<file path="src/rtl/sha256_msg_padder_pkg.sv">
// Shared types and constants for the SHA-256 message padder.
package sha256_msg_padder_pkg;

    localparam int unsigned BLOCK_BYTES = 64;
    localparam int unsigned BLOCK_W     = 512;
    localparam int unsigned IDX_W       = 7;
    localparam int unsigned LEN_SLOT    = 56;
    localparam logic [7:0]  PAD_BYTE    = 8'h80;

    typedef enum logic [2:0] {
        IDLE,
        FILL,
        WAIT_FULL,
        PAD,
        WAIT_PADX,
        WAIT_LAST
    } state_t;

endpackage

</file>
<file path="src/rtl/sha256_msg_padder_if.sv">
// Byte-stream input and block output handshake of the message padder.
interface sha256_msg_padder_if;
    import sha256_msg_padder_pkg::*;

    logic [7:0]         data_in;
    logic               byte_rdy;
    logic               byte_stop;
    logic               in_ready;
    logic [BLOCK_W-1:0] block_data;
    logic               block_valid;
    logic               block_ready;
    logic               block_last;
    logic               overflow_err;

    // Producer of bytes and consumer of blocks.
    modport master (
        output data_in, byte_rdy, byte_stop, block_ready,
        input  in_ready, block_data, block_valid, block_last, overflow_err
    );

    // The padder itself.
    modport slave (
        input  data_in, byte_rdy, byte_stop, block_ready,
        output in_ready, block_data, block_valid, block_last, overflow_err
    );

endinterface

</file>
<file path="src/rtl/sha256_msg_padder.sv">
// Packs a byte stream into 512-bit SHA-256 blocks with FIPS 180-4 padding.
module sha256_msg_padder
    import sha256_msg_padder_pkg::*;
#(
    parameter int unsigned MAX_BYTES = 1024,
    parameter int unsigned LEN_W     = 64
) (
    input  logic              clk,
    input  logic              rst,
    sha256_msg_padder_if.slave bus
);

    state_t             state, state_n;
    logic [IDX_W-1:0]   byte_idx, byte_idx_n;
    logic [LEN_W-1:0]   length, length_n;
    logic [BLOCK_W-1:0] block, block_n;
    logic               block_valid, block_valid_n;
    logic               block_last, block_last_n;
    logic               in_ready, in_ready_n;
    logic               overflow_err, overflow_err_n;
    logic               stop_pend, stop_pend_n;
    logic               discard, discard_n;

    logic                   handshake_c;
    logic                   wr_byte_c;
    logic [63:0]            bit_len_c;
    logic [BLOCK_BYTES-1:0] wr_en_c;
    logic [BLOCK_BYTES-1:0] zero_en_c;
    logic [BLOCK_W-1:0]     fill_c;
    logic [BLOCK_W-1:0]     pad_c;

    assign handshake_c = block_valid && bus.block_ready;
    assign bit_len_c   = 64'({length[LEN_W-4:0], 3'b000});

    // Per-byte enables: slot byte_idx takes the new byte or 0x80, later slots are zeroed by padding.
    for (genvar g = 0; g < BLOCK_BYTES; g++) begin : g_slot
        localparam int unsigned MSB = BLOCK_W - 1 - 8 * g;
        assign wr_en_c[g]       = (byte_idx == IDX_W'(g));
        assign zero_en_c[g]     = (byte_idx < IDX_W'(g));
        assign fill_c[MSB -: 8] = wr_en_c[g] ? bus.data_in : block[MSB -: 8];
        assign pad_c[MSB -: 8]  = wr_en_c[g] ? PAD_BYTE
                                : (zero_en_c[g] ? 8'h00 : block[MSB -: 8]);
    end

    // State and output registers.
    always_ff @(posedge clk or negedge rst) begin
        if (!rst) begin
            state        <= IDLE;
            byte_idx     <= '0;
            length       <= '0;
            block        <= '0;
            block_valid  <= 1'b0;
            block_last   <= 1'b0;
            in_ready     <= 1'b1;
            overflow_err <= 1'b0;
            stop_pend    <= 1'b0;
            discard      <= 1'b0;
        end else begin
            state        <= state_n;
            byte_idx     <= byte_idx_n;
            length       <= length_n;
            block        <= block_n;
            block_valid  <= block_valid_n;
            block_last   <= block_last_n;
            in_ready     <= in_ready_n;
            overflow_err <= overflow_err_n;
            stop_pend    <= stop_pend_n;
            discard      <= discard_n;
        end
    end

    // Next-state and next-output logic.
    always_comb begin
        state_n        = state;
        byte_idx_n     = byte_idx;
        length_n       = length;
        block_n        = block;
        block_last_n   = block_last;
        overflow_err_n = overflow_err;
        stop_pend_n    = stop_pend;
        discard_n      = discard;
        wr_byte_c      = 1'b0;

        // A byte offered while the padder is stalled is lost.
        if (bus.byte_rdy && !in_ready) begin
            overflow_err_n = 1'b1;
        end

        case (state)
            IDLE: begin
                if (bus.byte_rdy) begin
                    overflow_err_n = 1'b0;
                    wr_byte_c      = 1'b1;
                    state_n        = bus.byte_stop ? PAD : FILL;
                end else if (bus.byte_stop) begin
                    state_n = PAD;
                end
            end

            FILL: begin
                if (discard) begin
                    if (bus.byte_stop) begin
                        state_n   = IDLE;
                        discard_n = 1'b0;
                    end
                end else if (bus.byte_rdy && (length == LEN_W'(MAX_BYTES))) begin
                    overflow_err_n = 1'b1;
                    block_n        = '0;
                    byte_idx_n     = '0;
                    length_n       = '0;
                    if (bus.byte_stop) begin
                        state_n = IDLE;
                    end else begin
                        discard_n = 1'b1;
                    end
                end else if (bus.byte_rdy) begin
                    wr_byte_c = 1'b1;
                    if (byte_idx == IDX_W'(BLOCK_BYTES - 1)) begin
                        state_n     = WAIT_FULL;
                        stop_pend_n = bus.byte_stop;
                    end else if (bus.byte_stop) begin
                        state_n = PAD;
                    end
                end else if (bus.byte_stop) begin
                    state_n = PAD;
                end
            end

            WAIT_FULL: begin
                if (bus.byte_stop) begin
                    stop_pend_n = 1'b1;
                end
                if (handshake_c) begin
                    block_n     = '0;
                    byte_idx_n  = '0;
                    stop_pend_n = 1'b0;
                    state_n     = (stop_pend || bus.byte_stop) ? PAD : FILL;
                end
            end

            PAD: begin
                if (byte_idx <= IDX_W'(LEN_SLOT - 1)) begin
                    block_n      = {pad_c[BLOCK_W-1:64], bit_len_c};
                    block_last_n = 1'b1;
                    state_n      = WAIT_LAST;
                end else begin
                    block_n = pad_c;
                    state_n = WAIT_PADX;
                end
            end

            WAIT_PADX: begin
                if (handshake_c) begin
                    block_n      = BLOCK_W'(bit_len_c);
                    block_last_n = 1'b1;
                    state_n      = WAIT_LAST;
                end
            end

            WAIT_LAST: begin
                if (handshake_c) begin
                    block_n      = '0;
                    byte_idx_n   = '0;
                    length_n     = '0;
                    block_last_n = 1'b0;
                    state_n      = IDLE;
                end
            end

            default: begin
                state_n = IDLE;
            end
        endcase

        if (wr_byte_c) begin
            block_n    = fill_c;
            byte_idx_n = byte_idx + IDX_W'(1);
            length_n   = length + LEN_W'(1);
        end

        block_valid_n = (state_n == WAIT_FULL) || (state_n == WAIT_PADX) || (state_n == WAIT_LAST);
        in_ready_n    = (state_n == IDLE) || (state_n == FILL);
    end

    assign bus.in_ready     = in_ready;
    assign bus.block_data   = block;
    assign bus.block_valid  = block_valid;
    assign bus.block_last   = block_last;
    assign bus.overflow_err = overflow_err;

endmodule

</file>
<file path="src/flat_wrapper.sv">
// flat-port wrapper written by rule: the top's interface ports become plain ports
module sha256_msg_padder_flat import sha256_msg_padder_pkg::*;
#(
    parameter int unsigned MAX_BYTES = 1024,
    parameter int unsigned LEN_W     = 64
)
  (clk, rst, bus_data_in, bus_byte_rdy, bus_byte_stop, bus_block_ready, bus_in_ready, bus_block_data, bus_block_valid, bus_block_last, bus_overflow_err);
  sha256_msg_padder_if bus_i ();
  input  logic clk;
  input  logic rst;
  input wire logic [$bits(bus_i.data_in)-1:0] bus_data_in;
  input wire logic [$bits(bus_i.byte_rdy)-1:0] bus_byte_rdy;
  input wire logic [$bits(bus_i.byte_stop)-1:0] bus_byte_stop;
  input wire logic [$bits(bus_i.block_ready)-1:0] bus_block_ready;
  output wire logic [$bits(bus_i.in_ready)-1:0] bus_in_ready;
  output wire logic [$bits(bus_i.block_data)-1:0] bus_block_data;
  output wire logic [$bits(bus_i.block_valid)-1:0] bus_block_valid;
  output wire logic [$bits(bus_i.block_last)-1:0] bus_block_last;
  output wire logic [$bits(bus_i.overflow_err)-1:0] bus_overflow_err;
  assign bus_i.data_in = bus_data_in;
  assign bus_i.byte_rdy = bus_byte_rdy;
  assign bus_i.byte_stop = bus_byte_stop;
  assign bus_i.block_ready = bus_block_ready;
  assign bus_in_ready = bus_i.in_ready;
  assign bus_block_data = bus_i.block_data;
  assign bus_block_valid = bus_i.block_valid;
  assign bus_block_last = bus_i.block_last;
  assign bus_overflow_err = bus_i.overflow_err;
  sha256_msg_padder #(.MAX_BYTES(MAX_BYTES), .LEN_W(LEN_W)) u_core (.clk(clk), .rst(rst), .bus(bus_i));
endmodule
</file>
<file path="config.mk">
export PLATFORM = sky130hd
export DESIGN_NAME = sha256_msg_padder_flat
export DESIGN_NICKNAME = d
export VERILOG_FILES = /design/src/rtl/sha256_msg_padder_pkg.sv /design/src/rtl/sha256_msg_padder_if.sv /design/src/rtl/sha256_msg_padder.sv /design/src/flat_wrapper.sv
export SDC_FILE = /design/constraint.sdc
export NUM_CORES = 1
export LEC_CHECK = 0
export CORE_ASPECT_RATIO = 0.75
export CORE_MARGIN = 5
export CORE_UTILIZATION = 51
export DETAILED_ROUTE_END_ITERATION = 12
export GPL_TIMING_DRIVEN = 0
export HOLD_SLACK_MARGIN = 0.08
export PLACE_DENSITY = 0.86
export SLEW_MARGIN = 10
export SYNTH_ARGS = -nofsm -noshare
export SYNTH_HDL_FRONTEND = slang
export SYNTH_SLANG_ARGS = --single-unit
export TNS_END_PERCENT = 100
</file>
<file path="constraint.sdc">
create_clock -name clk -period 3 [get_ports clk]
set_input_delay 0.9 -clock clk [delete_from_list [all_inputs] [get_ports clk]]
set_output_delay 0.9 -clock clk [all_outputs]
set_load 0.01 [all_outputs]
</file>
* Word level (Yosys, flattened, before mapping)
Cells that the tools add are included.
** Storage, ports and cells
- Register bits after elaboration :: 592
- Bits of input ports :: 13
- Output and inout port bits :: 516
- Logic and storage cells :: 629
** Cells by class
- Add/subtract/negate cells :: 2
- $lt $le $gt $ge :: 65
- Eq/ne operators :: 158
- Multiplexer cells :: 246
- Reductions and logical operators :: 85
** Operator list (count)
- $mux 512 :: 5
- $pmux 512 s4 :: 1
- $mux 8 :: 192
- $reduce_and 6->1 :: 57
- $mux 64 :: 5
- $eq 7x6->1 const B :: 32
- $lt 7x6->1 const B :: 32
- $ne 2x2->1 const B :: 67
- $pmux 64 s2 :: 1
- $eq 7x5->1 const B :: 16
- $lt 7x5->1 const B :: 16
- $add 64x1->64 const B :: 1
- $eq 64x11->1 const B :: 1
- $eq 7x4->1 const B :: 8
- $lt 7x4->1 const B :: 8
- $reduce_and 7->1 :: 8
- $ne 4x1->1 const B :: 8
- $mux 3 :: 10
- $eq 7x3->1 const B :: 4
- $lt 7x3->1 const B :: 4
- $mux 7 :: 4
- $mux 1 :: 20
- $pmux 3 s6 :: 1
- $eq 7x2->1 const B :: 2
- other kinds (26) :: 53

* Logic depth before layout (Yosys ltp)
- Word-level depth :: 9
- Mapped depth :: 12
- Depth with buffers taken out :: 9

* Worst setup path after synthesis
Ideal clock, no wire load.
- Path type :: input to register
- From :: input port bus_byte_rdy
- To :: register u_core.block[176] (netlist: u_core.bus.block_data[176])
- Library setup time :: 125 ps
- Arrival :: 2834 ps
- Data required time :: 2875 ps
- Slack :: 41 ps
- Stages on the path :: 7
- Path buffers :: 1
- Path through :: a21boi_0 -> o311a_1 -> nand3_1 -> buf_1 -> nor2_1 -> a21oi_2 -> mux2_2
** On the way
- Cells in the longest elaborated chain, start to end :: 6
- Elaborated cells between the ends (all ways) :: 13
- Classes of those cells :: eq/ne (5); mux (5); reduce/logical (3)
** RTL lines
- start: declaration :: RTL line flat_wrapper.sv:12 : input wire logic [$bits(bus_i.byte_rdy)-1:0] bus_byte_rdy;
- $mux 1 / $logic_and 1x1->1 (equally long branches) :: RTL line sha256_msg_padder.sv:91, sha256_msg_padder.sv:116, sha256_msg_padder.sv:106
- $mux 1 :: RTL line sha256_msg_padder.sv:106 : end else if (bus.byte_rdy && (length == LEN_W'(MAX_BYTES))) begin
- $mux 1 :: RTL line sha256_msg_padder.sv:101 : if (discard) begin
- $pmux 1 s2 :: RTL line sha256_msg_padder.sv:89 : case (state)
- $ne 3x1->1 (no line) (tied with other cells)
- $reduce_and 6->1 (no line)
- end signal: assignment :: RTL line sha256_msg_padder.sv:62 : block <= block_n;
- end: declaration :: RTL line sha256_msg_padder.sv:16 : logic [BLOCK_W-1:0] block, block_n;
Several ways; a longest one is shown, not always the timed one.
A chain may end at the register's enable or synchronous reset.

* Worst setup path in the final report
- From :: register u_core.length[11]
- To :: register u_core.block[95] (netlist: u_core.bus.block_data[95])
** On the way
- Cells in the longest elaborated chain, start to end :: 7
- Elaborated cells between the ends (all ways) :: 13
- Classes of those cells :: eq/ne (6); mux (4); reduce/logical (3)
** RTL lines
- start: declaration :: RTL line sha256_msg_padder.sv:15 : logic [LEN_W-1:0] length, length_n;
- start signal: assignment :: RTL line sha256_msg_padder.sv:61 : length <= length_n;
- $eq 64x11->1 (*) :: RTL line sha256_msg_padder.sv:106
- $logic_and 1x1->1 (*) :: RTL line sha256_msg_padder.sv:106
- $mux 1 :: RTL line sha256_msg_padder.sv:106
- $mux 1 :: RTL line sha256_msg_padder.sv:101
- $pmux 1 s2 :: RTL line sha256_msg_padder.sv:89
- $ne 3x1->1 (no line) (tied with other cells)
- $reduce_and 6->1 (no line)
Every way passes the cells marked *; elsewhere a longest branch is shown, timed or not.

==> results.toml <==
[placed_design]
dp_hpwl_um = 73020
io_buffers = 528
dp_slack_ns = -1.754
post_dp_cell_area_um2 = 32750
gp_congestion = 1.029

[drt]
route.vias.total = 22700
wl_um = 107600
avgViaCountPerCell = 6.348
dr.first_iter.drc_count = 2777
route.detailed.drc = 0
ant_nets = 0
wl_per_cell_um = 30.10
drtPass1Iterations = 6

[timing]
slew_violations = 0
hold_viol = 0
finalCritPeriodShare_pct = 103.4
tightest_slew_ns = 0.8963
clock_skew_ns = 0.02354
timing.fmax_mhz = 322.2
finalSetupViolCount = 108
fin_ws_ns = -0.1033
finalCriticalPeriod_ns = 3.103
rsz0062_at_grt = "yes"
slew_headroom_pct = 40.25

[clocking]
postCtsHoldBufs = 0
clock-sinks = 592
cts-buffers-inserted = 57
cts_max_level = 2
cts_tree = "yes"
root_buffer = "clkbuf_16"
path_clk_slew_ns = 0.07
clockBufferDepth = 3
clk_latency_ns = 0.64

[global_route]
grt_max_degree = 118
grt_usage_pct = 35.03
grt_pass1_vias = 22530
antenna_found_initial = 1
grt_overflow = 0
grt_pass1_wl_um = 149100

[pwr]
p_per_area_nw_per_um2 = 1191
p_leak_nw = 16.88
vdd_drop_max_v = 0.0007818

[die]
die_h_um = 207.0
die-area_um2 = 56430
ioPinCount = 529
core_um2 = 51350
start_util_pct = 51.38
chipWidth_um = 272.6
num_rows = 72

[min_path]
hold_path.class = "primary input to async pin"

[logic_synthesis]
syn_inst = 2175
syn_area_per_cell_um2 = 12.13
async_flop_share_pct = 100.0
yosysUniqueCellTypes = 81
synth_nets = 2193
ys_warn_count = 0
yosysSeqAreaShare_pct = 56.16
synth-seq-cells = 592
synthFlopType = "dfrtp_1"
syn-cell-area_um2 = 26380
synth_edf_count = 0

[critical_path]
worst-setup-path-type = "register to register"
crit_required_ns = 3.52
cpPeakStageDelay_ns = 0.51
setup.worst_path.end_class = "register"
crit_path_cell_trace = "nor4_2 > nand4_1 > or3_4 > o21a_1 > o21ai_4 > clkbuf_2 > o21ai_0 > mux2_4"
crit_slowest_cell = "dfrtp_2"
startpoint_type = "register"
worstPathArrival_ns = 3.63
worstPathBufferInverterCount = 1
path_delay_family = "compound AO/OA/AOI/OAI gates"
reg2reg_setup_slack_ns = -0.10
crit_path_max_fanout = 10

[outcome]
violations = "negative setup slack"
status = "complete, but fails checks"

[final_layout]
design_area_um2 = 38100
antenna_cells = 0
layout-drive-gt1-share_pct = 31.44
syn2layout_area_growth_pct = 44.42
nets = 2880

[flow_run]
maxCapViolations = 0
-- cells in the mapped netlist (28+ instances only) --
cell | number | area [um2]
nor2_1 | 129 | 484.2
clkbuf_1 | 95 | 356.6
a31oi_1 | 40 | 250.2
nand4_1 | 28 | 175.2
mux2_2 | 437 | 4921
buf_2 | 31 | 155.2
a21oi_1 | 159 | 795.8
nand2_1 | 115 | 431.7
mux2i_1 | 34 | 340.3
nand3_1 | 49 | 245.2
dfrtp_1 | 591 | 14790
o21ai_0 | 104 | 520.5
inv_1 | 47 | 176.4
-- power by group --
part	total (W)	leakage, nW	internal (W)	switching [W]
registers	0.0116	7.91	0.0102	0.00147
clock network	0.00841	1.05	0.00500	0.00341
logic	0.0253	7.92	0.0124	0.0129
total	0.0454	16.9	0.0276	0.0178
-- path summary, 6_finish.rpt --
kind,to,cells after the start,startpoint
worst min-delay path,u_core.bus.block_data[258],1,rst
max in group asynchronous,u_core.bus.block_data[108],4,rst
worst max-delay path,u_core.bus.block_data[95],8,u_core.length[11]
worst min register to register,u_core.bus.block_data[250],1,u_core.bus.block_data[250]
worst max register to register,u_core.bus.block_data[95],8,u_core.length[11]
min in group clk,u_core.bus.block_data[250],1,u_core.bus.block_data[250]
-- timing repair --
| item | CTS | global route |
|---|---|---|
| cloned | 0 | 3 |
| endpoints found under the setup margin | 583 | 555 |
| gates resized for setup | 153 | 319 |
| buffers inserted | 50 | 54 |
| pin swaps | 39 | 35 |
-- kinds of logic after synthesis --
kind of cell	after synthesis	share of synthesized area [%]
AO/OA/AOI/OAI	440	11.36
XOR/XNOR	26	0.8631
adder cells (fa/ha/maj)	5	0.2371
buffers and inverters	186	2.888
flip-flops	592	56.16
multiplexers	473	20.03
AND/OR/NAND/NOR	453	8.470
-- through the flow --
stage / utilization, % / setup TNS, ns / cells / power [W] / hold slack (ns)
after global routing: 74.20 / -5.652 / 3576 / 0.04657 / 0.3036
after global placement: 63.29 / - / 3369 / 0.02995 / 0.4725
after floorplan: - / 0 / 2175 / 0.02149 / 0.4694
after detailed placement: 63.77 / -624.61 / 3380 / 0.03056 / 0.4896
final: 74.20 / -2.473 / 3576 / 0.04537 / 0.2502
after CTS: 70.72 / 0 / 3529 / 0.04157 / 0.2759
-- placed cells by master (no fill, tap or decap), drive strengths merged, types with 9 or more instances in the layout --
cell	netlist	final
nand2b	9	9
clkinv	0	11
dfrtp	591	591
bufinv	0	14
nand3	50	50
o21ai	111	111
nor3	21	21
or3	14	14
o22ai	35	35
o211ai	10	10
clkbuf	97	165
nor2	130	130
nand2	116	116
xor2	18	18
buf	42	150
nand4	28	28
mux2i	34	34
a21oi	176	176
nor4	24	24
and2	11	11
mux2	439	439
a31oi	40	40
inv	47	48
and3	14	14
clkdlybuf4s50	0	527
a21boi	11	11
-- flip-flops by register name, summed over array words and instances, names as in the netlist --
register and flops:
u_core.discard 1, u_core.state 3, u_core.bus.block_data 512, u_core.bus.in_ready 1
u_core.byte_idx 7, u_core.bus.overflow_err 1, u_core.bus.block_last 1, u_core.stop_pend 1
u_core.length 64, u_core.bus.block_valid 1
-- layer usage --
metal / up-vias / global-route usage, % / wire, um
met5: - / 0 / 19
met4: 2 / 12.04 / 4611
met3: 334 / 12.33 / 13330
met2: 1588 / 52.92 / 47840
met1: 11580 / 47.65 / 41830
li1: 9193 / - / -
-- final cells by class --
class	count	area [um2]
Timing Repair Buffer	646	7071
Clock buffer	75	1605
Buffer	121	685.7
Multi-Input combinational cell	1397	12320
Clock inverter	32	564.3
Fill cell	3117	13250
Tap cell	666	833.3
Sequential cell	592	14840
Inverter	47	180.2
Power figures use the tool's default switching activity.
